$ cat src/rtl/pcie_tl_pkg.sv
// Shared definitions for the parametrised transaction layer: FSM state codes,
// width helpers and destination-field extraction.
package pcie_tl_pkg;

    typedef enum logic [2:0] {
        ST_RESET  = 3'd0,
        ST_INIT   = 3'd1,
        ST_IDLE   = 3'd2,
        ST_ACTIVE = 3'd3,
        ST_ERROR  = 3'd4
    } tl_state_t;

    function automatic int ch_width(input int channels);
        return $clog2(channels);
    endfunction

    function automatic int ptr_width(input int depth);
        return $clog2(depth);
    endfunction

    // Destination channel lives in the top ch_w bits of a data_w-bit word.
    function automatic int dest_field(input logic [63:0] word, input int data_w, input int ch_w);
        return int'((word >> (data_w - ch_w)) & ((64'd1 << ch_w) - 64'd1));
    endfunction

endpackage

$ cat src/rtl/pcie_tl_fifo.sv
// Show-ahead FIFO with synchronous flush, full/empty status and registered
// almost-full / almost-empty flags against externally latched thresholds.
module pcie_tl_fifo
    import pcie_tl_pkg::*;
#(
    parameter int DATA_W = 10,
    parameter int DEPTH = 8,
    localparam int PTR_W = ptr_width(DEPTH)
) (
    input  logic              clk,
    input  logic              rst_n,
    input  logic              flush,
    input  logic              push,
    input  logic              pop,
    input  logic [DATA_W-1:0] din,
    input  logic [PTR_W-1:0]  umbral_alto,
    input  logic [PTR_W-1:0]  umbral_bajo,
    output logic [DATA_W-1:0] dout,
    output logic              full,
    output logic              empty,
    output logic              almost_full,
    output logic              almost_empty,
    output logic              drop
);

    logic [DATA_W-1:0] mem [DEPTH];
    logic [PTR_W-1:0]  wr_ptr, rd_ptr;
    logic [PTR_W:0]    occ, occ_next;
    logic              do_push, do_pop;

    assign full    = (occ == (PTR_W+1)'(DEPTH));
    assign empty   = (occ == '0);
    assign do_pop  = pop && !empty;
    // A pop on a full FIFO frees the slot the same-cycle push lands in.
    assign do_push = push && (!full || do_pop);
    assign drop    = push && full && !pop;
    assign dout    = empty ? '0 : mem[rd_ptr];

    always_comb begin
        occ_next = occ;
        if (do_push && !do_pop)
            occ_next = occ + 1'b1;
        else if (!do_push && do_pop)
            occ_next = occ - 1'b1;
        if (flush)
            occ_next = '0;
    end

    always_ff @(posedge clk or negedge rst_n) begin
        if (!rst_n) begin
            wr_ptr       <= '0;
            rd_ptr       <= '0;
            occ          <= '0;
            almost_full  <= 1'b0;
            almost_empty <= 1'b1;
        end else begin
            if (flush) begin
                wr_ptr <= '0;
                rd_ptr <= '0;
            end else begin
                if (do_push) wr_ptr <= wr_ptr + 1'b1;
                if (do_pop)  rd_ptr <= rd_ptr + 1'b1;
            end
            occ          <= occ_next;
            almost_full  <= (occ_next >= {1'b0, umbral_alto});
            almost_empty <= (occ_next <= {1'b0, umbral_bajo});
        end
    end

    always_ff @(posedge clk) begin
        if (do_push && !flush)
            mem[wr_ptr] <= din;
    end

endmodule

$ cat src/rtl/pcie_tl_param.sv
// Parametrised transaction layer: input FIFOs -> round-robin router -> output FIFOs,
// pop counters with req/idx readback, control FSM. Build option: PCIE_TL_OVF_ERROR_EN.
module pcie_tl_param
    import pcie_tl_pkg::*;
#(
    parameter int CHANNELS = 4,
    parameter int DATA_W = 10,
    parameter int DEPTH = 8,
    parameter int CNT_W = 5,
    localparam int CH_W = ch_width(CHANNELS),
    localparam int PTR_W = ptr_width(DEPTH)
) (
    input  logic                       clk,
    input  logic                       reset,
    input  logic                       init,
    input  logic [PTR_W-1:0]           umbral_alto,
    input  logic [PTR_W-1:0]           umbral_bajo,
    input  logic [CHANNELS-1:0]        push_in,
    input  logic [CHANNELS*DATA_W-1:0] data_in,
    input  logic [CHANNELS-1:0]        pop_out,
    output logic [CHANNELS*DATA_W-1:0] data_out,
    output logic [CHANNELS-1:0]        almost_full,
    output logic [CHANNELS-1:0]        almost_empty,
    output logic [CHANNELS-1:0]        empty_out,
    input  logic                       req,
    input  logic [CH_W-1:0]            idx,
    output logic [CNT_W-1:0]           contador,
    output logic                       valid,
    output logic [2:0]                 state,
    output logic                       overflow
);

    tl_state_t           st, st_next;
    logic                run, pop_en, flush, ovf_event, any_busy, grant_valid;
    logic [PTR_W-1:0]    alto_q, bajo_q;
    logic [CH_W-1:0]     rr_ptr, grant;
    logic [CNT_W-1:0]    cnt [CHANNELS];
    logic [CHANNELS-1:0] in_push, in_pop, in_full, in_empty, in_drop, cand;
    logic [CHANNELS-1:0] in_af_unused, in_ae_unused, in_full_unused, out_drop_unused;
    logic [CHANNELS-1:0] out_push, out_pop, out_full, out_empty;
    logic [DATA_W-1:0]   in_dout [CHANNELS];
    logic [DATA_W-1:0]   out_din [CHANNELS];
    logic [DATA_W-1:0]   out_dout [CHANNELS];
    logic [CH_W-1:0]     dest [CHANNELS];

    assign run       = (st == ST_IDLE) || (st == ST_ACTIVE);
    assign pop_en    = (st != ST_RESET) && (st != ST_INIT);
    assign flush     = (st == ST_INIT);
    assign ovf_event = |in_drop;
    assign any_busy  = ~&{in_empty, out_empty};
    assign empty_out = out_empty;
    assign state     = st;
    assign in_full_unused = in_full;

    for (genvar i = 0; i < CHANNELS; i++) begin : g_ch
        assign in_push[i] = push_in[i] & run;
        assign out_pop[i] = pop_out[i] & pop_en;
        assign dest[i]    = CH_W'(dest_field(64'(in_dout[i]), DATA_W, CH_W));
        assign cand[i]    = run & ~in_empty[i] & ~out_full[dest[i]] & ~almost_full[dest[i]];
        assign data_out[i*DATA_W +: DATA_W] = out_dout[i];

        pcie_tl_fifo #(.DATA_W(DATA_W), .DEPTH(DEPTH)) u_in (
            .clk(clk), .rst_n(reset), .flush(flush),
            .push(in_push[i]), .pop(in_pop[i]), .din(data_in[i*DATA_W +: DATA_W]),
            .umbral_alto(alto_q), .umbral_bajo(bajo_q),
            .dout(in_dout[i]), .full(in_full[i]), .empty(in_empty[i]),
            .almost_full(in_af_unused[i]), .almost_empty(in_ae_unused[i]), .drop(in_drop[i])
        );

        pcie_tl_fifo #(.DATA_W(DATA_W), .DEPTH(DEPTH)) u_out (
            .clk(clk), .rst_n(reset), .flush(flush),
            .push(out_push[i]), .pop(out_pop[i]), .din(out_din[i]),
            .umbral_alto(alto_q), .umbral_bajo(bajo_q),
            .dout(out_dout[i]), .full(out_full[i]), .empty(out_empty[i]),
            .almost_full(almost_full[i]), .almost_empty(almost_empty[i]), .drop(out_drop_unused[i])
        );
    end

    // First candidate at or after rr_ptr wins; index arithmetic wraps at CH_W bits.
    always_comb begin
        grant_valid = 1'b0;
        grant       = '0;
        in_pop      = '0;
        out_push    = '0;
        for (int o = 0; o < CHANNELS; o++) out_din[o] = '0;
        for (int k = 0; k < CHANNELS; k++) begin
            if (!grant_valid && cand[rr_ptr + CH_W'(k)]) begin
                grant_valid = 1'b1;
                grant       = rr_ptr + CH_W'(k);
            end
        end
        if (grant_valid) begin
            in_pop[grant]         = 1'b1;
            out_push[dest[grant]] = 1'b1;
            out_din[dest[grant]]  = in_dout[grant];
        end
    end

    always_comb begin
        st_next = st;
        unique case (st)
            ST_RESET: st_next = ST_INIT;
            ST_INIT:  if (!init) st_next = ST_IDLE;
            ST_IDLE, ST_ACTIVE: begin
                if (init)
                    st_next = ST_INIT;
`ifdef PCIE_TL_OVF_ERROR_EN
                else if (ovf_event)
                    st_next = ST_ERROR;
`endif
                else if (any_busy)
                    st_next = ST_ACTIVE;
                else
                    st_next = ST_IDLE;
            end
            ST_ERROR: if (init) st_next = ST_INIT;
            default:  st_next = ST_RESET;
        endcase
    end

    always_ff @(posedge clk or negedge reset) begin
        if (!reset) begin
            st       <= ST_RESET;
            alto_q   <= '1;
            bajo_q   <= '0;
            rr_ptr   <= '0;
            overflow <= 1'b0;
            valid    <= 1'b0;
            contador <= '0;
            for (int i = 0; i < CHANNELS; i++) cnt[i] <= '0;
        end else begin
            st       <= st_next;
            valid    <= req;
            contador <= req ? cnt[idx] : '0;
            if (st == ST_INIT) begin
                alto_q   <= umbral_alto;
                bajo_q   <= umbral_bajo;
                rr_ptr   <= '0;
                overflow <= 1'b0;
                for (int i = 0; i < CHANNELS; i++) cnt[i] <= '0;
            end else begin
                if (grant_valid) rr_ptr <= grant + 1'b1;
                if (ovf_event) overflow <= 1'b1;
                for (int i = 0; i < CHANNELS; i++)
                    if (out_pop[i] && !out_empty[i]) cnt[i] <= cnt[i] + 1'b1;
            end
        end
    end

endmodule

$ cat config.mk
export PLATFORM = sky130hd
export DESIGN_NAME = pcie_tl_param
export DESIGN_NICKNAME = d
export VERILOG_FILES = /design/src/rtl/pcie_tl_pkg.sv /design/src/rtl/pcie_tl_fifo.sv /design/src/rtl/pcie_tl_param.sv
export SDC_FILE = /design/constraint.sdc
export NUM_CORES = 1
export LEC_CHECK = 0
export ABC_AREA = 1
export BUFFER_PORTS_ARGS = -buffer_cell sky130_fd_sc_hd__buf_2
export CELL_PAD_IN_SITES_DETAIL_PLACEMENT = 2
export CELL_PAD_IN_SITES_GLOBAL_PLACEMENT = 2
export CORE_ASPECT_RATIO = 0.8
export CORE_MARGIN = 3
export CORE_UTILIZATION = 38
export CTS_CLUSTER_DIAMETER = 200
export CTS_CLUSTER_SIZE = 16
export DETAILED_ROUTE_END_ITERATION = 16
export GPL_TIMING_DRIVEN = 1
export HOLD_SLACK_MARGIN = 0.15
export PLACE_DENSITY = 0.85
export SETUP_SLACK_MARGIN = 0.4
export SYNTH_ARGS = -nofsm -noshare
export SYNTH_HDL_FRONTEND = slang
export SYNTH_SLANG_ARGS = --single-unit
$ cat constraint.sdc
create_clock -name clk -period 4 [get_ports clk]
set_input_delay 0.8 -clock clk [delete_from_list [all_inputs] [get_ports clk]]
set_output_delay 0.8 -clock clk [all_outputs]
set_load 0.005 [all_outputs]
==> metrics.txt <==
initial drt markers=4012; routed length per instance=38.3 um; Startpoint Class=flop; Max FO, Critical Path=7; Post-route DRC=0; antenna violations before repair=15; vias=29300; crit end category=flop; die area=90800 sq um; Sum Neg Setup Slack=-547.39 ns; Die H=270 um; Die W=336 um; synthesized area=33100 sq um; Initial Util=0.385; CTS tree=done; f_max=between 200 and 250 MHz; clk buf depth=3; clock latency on the worst-skew pair=0.72 ns; final instance area=41300 sq um; core region area=86100 sq um; Max-cap violations=0; endpoints failing setup=975; Rows=96; WP data required=~4.6 ns; Post-DP Area=36000 sq um; TritonRoute pass-1 iters=5; share of post-route cells with drive strength above 1=0.275; asr flop ratio synth=0.165; grt total ovfl=0; failing checks=negative setup slack; first-pass GRT wire length=210 mm; GP Congestion=0.837; Yosys warning count=0; Detailed Place HPWL=83.7 mm; num ports=122; CTS Hold Bufs=0; pin count of the biggest net entering global routing=roughly 100; Min Clock Period, post-route=5.00 ns; Final ANT Viol Nets=0; Area Overhead vs Synth=24.7%; Slew Limit Headroom=0.0662; Sink Count=757; Nets=3444; Worst-path clk slew=between 0.1 and 0.15 ns; Worst Path Arrival=roughly 5.6 ns; fin worst setup slack=-0.999 ns; Slowest Stage Delay on Critical Path=0.51 ns; CP dominant cell by count=nand2_4; clock root buffer=clkbuf_16; Setup Skew=0.0606 ns; CTS buffer count=53; CP Class=flop to flop; Least-Margin Pin Slew=1.40 ns; Critical-path top delay cell=dfrtp_2; Final Cycle Share=1.25; Synth Instances=2938; # fillers=8464; number of port buffers=120; top_reg_cell synth=edfxtp_1; status=finished, violations left; Final Max Tran Viols=0; via/cell ratio=6.50; vias in the first global route=around 30000; H-tree Lvls=2; RSZ-0062 raised after global routing=yes; Yosys cell types=52; Synth Register Bits=757; synthesized area per cell=roughly 11 sq um; GRT Total Usage=0.312; type of the tightest min-delay check=input pin to async pin; Post-synth EDFFs=632; final wirelength=approximately 170 mm; post-synthesis sequential area ratio=0.667; Final Hold Fails=0
[cells in the mapped netlist (20+ instances only)]
| cell type | count | area [sq um] |
|---|---|---|
| nand2_1 | 230 | 863 |
| o21ai_0 | 428 | 2140 |
| nand4_1 | 20 | 125 |
| a21oi_1 | 69 | 345 |
| inv_1 | 159 | 597 |
| edfxtp_1 | 632 | 19000 |
| a31oi_1 | 50 | 313 |
| clkbuf_1 | 105 | 394 |
| o22ai_1 | 101 | 632 |
| inv_2 | 23 | 86.3 |
| nand3_2 | 28 | 280 |
| nor2_1 | 576 | 2160 |
| dfrtp_1 | 118 | 2950 |
| ha_1 | 64 | 801 |
| nand3_1 | 104 | 521 |
| o21ai_1 | 26 | 130 |
[registers in the layout, summed over array words and instances (netlist names), 12 cells and up]
register	flops
g_ch.u_in.wr_ptr	12
g_ch.u_out.rd_ptr	12
g_ch.u_in.mem	320
g_ch.u_out.mem	312
g_ch.u_in.occ	16
g_ch.u_out.occ	16
g_ch.u_out.wr_ptr	12
cnt	20
g_ch.u_in.rd_ptr	12
[cell usage in the layout (no fill, tap or decap), types with 57 or more instances in the layout]
cell        n
buf_2     121
buf_4     232
buf_6      66
dfrtp_1   111
edfxtp_1  632
inv_1     147
nand2_1   175
nand3_1    62
nor2_1    487
nor2_4     57
o21ai_0   414
o22ai_1    94
[metal layers]
layer | GRT usage | wire length, um | up-vias
li1 | - | - | 11200
met1 | 0.378 | 61100 | 14900
met2 | 0.527 | 79800 | 2311
met3 | 0.0554 | 16800 | 907
met4 | 0.173 | 14800 | 8
met5 | 0 | 57 | -
[repair_timing]
action                     in CTS  in global routing
gates cloned                   11                  6
setup buffers                  71                 65
resized for setup             250                355
pin swaps                      59                139
setup endpoints to repair     995               1025
[area by class of cell]
cell class / instances / area [sq um] / share of cell area
multi-input combinational: 1875 / 11900 / 0.287
tap: 1127 / 1410 / 0.0341
clock inverter: 3 / 52.6 / 0.00127
timing repair buffer: 444 / 3580 / 0.0867
antenna: 11 / 27.5 / 0.000666
sequential: 757 / 22100 / 0.536
inverter: 185 / 747 / 0.0181
clock buffer: 97 / 1510 / 0.0366
[stage by stage]
step / cells / hold slack, ns / setup slack (ns) / utilization
after CTS: 4417 / 0.253 / -0.243 / 0.455
after global placement: 4235 / 0.514 / -0.223 / 0.418
after detailed placement: 4235 / 0.528 / -0.712 / 0.418
final: 4499 / 0.194 / -0.999 / 0.480
after floorplan: 2970 / 0.474 / 0.380 / -
after global routing: 4492 / 0.249 / -1.04 / 0.479
[critical path: cells and delay by family (launching register included)]
family | cells | cell delay [ns]
AND/OR/NAND/NOR | 24 | 3.12
adder cells (fa/ha/maj) | 1 | 0.33
buffers and inverters | 6 | 0.68
flip-flops | 1 | 0.51
AO/OA/AOI/OAI | 2 | 0.21
[final timing paths]
check / cells after the start / slack [ns] / start / endpoint
min reg2reg: 2 / 0.66 / g_ch[1].u_out.wr_ptr[0] / g_ch[1].u_out.wr_ptr[0]
min: 1 / 0.19 / reset / cnt[12]
max reg2reg: 33 / -1.0 / g_ch[0].u_in.rd_ptr[0] / g_ch[3].u_out.almost_empty
max: 33 / -1.0 / g_ch[0].u_in.rd_ptr[0] / g_ch[3].u_out.almost_empty
max in group asynchronous: 2 / 2.67 / reset / g_ch[3].u_in.rd_ptr[0]
min in group clk: 1 / 0.25 / req / valid
[kinds of logic (layout without fill, tap and decap cells)]
logic type / count (synthesis) / after routing / share of synthesized area
adder cells (fa/ha/maj): 68 / 68 / 0.0266
AND/OR/NAND/NOR: 1032 / 1032 / 0.138
XOR/XNOR: 24 / 24 / 0.00634
flip-flops: 757 / 757 / 0.667
buffers and inverters: 338 / 729 / 0.0433
AO/OA/AOI/OAI: 718 / 718 / 0.118
other: 1 / 44 / 0.000113
Power is not shown: default switching activity piles up to over one toggle a cycle in this logic, so the estimate is an artifact.
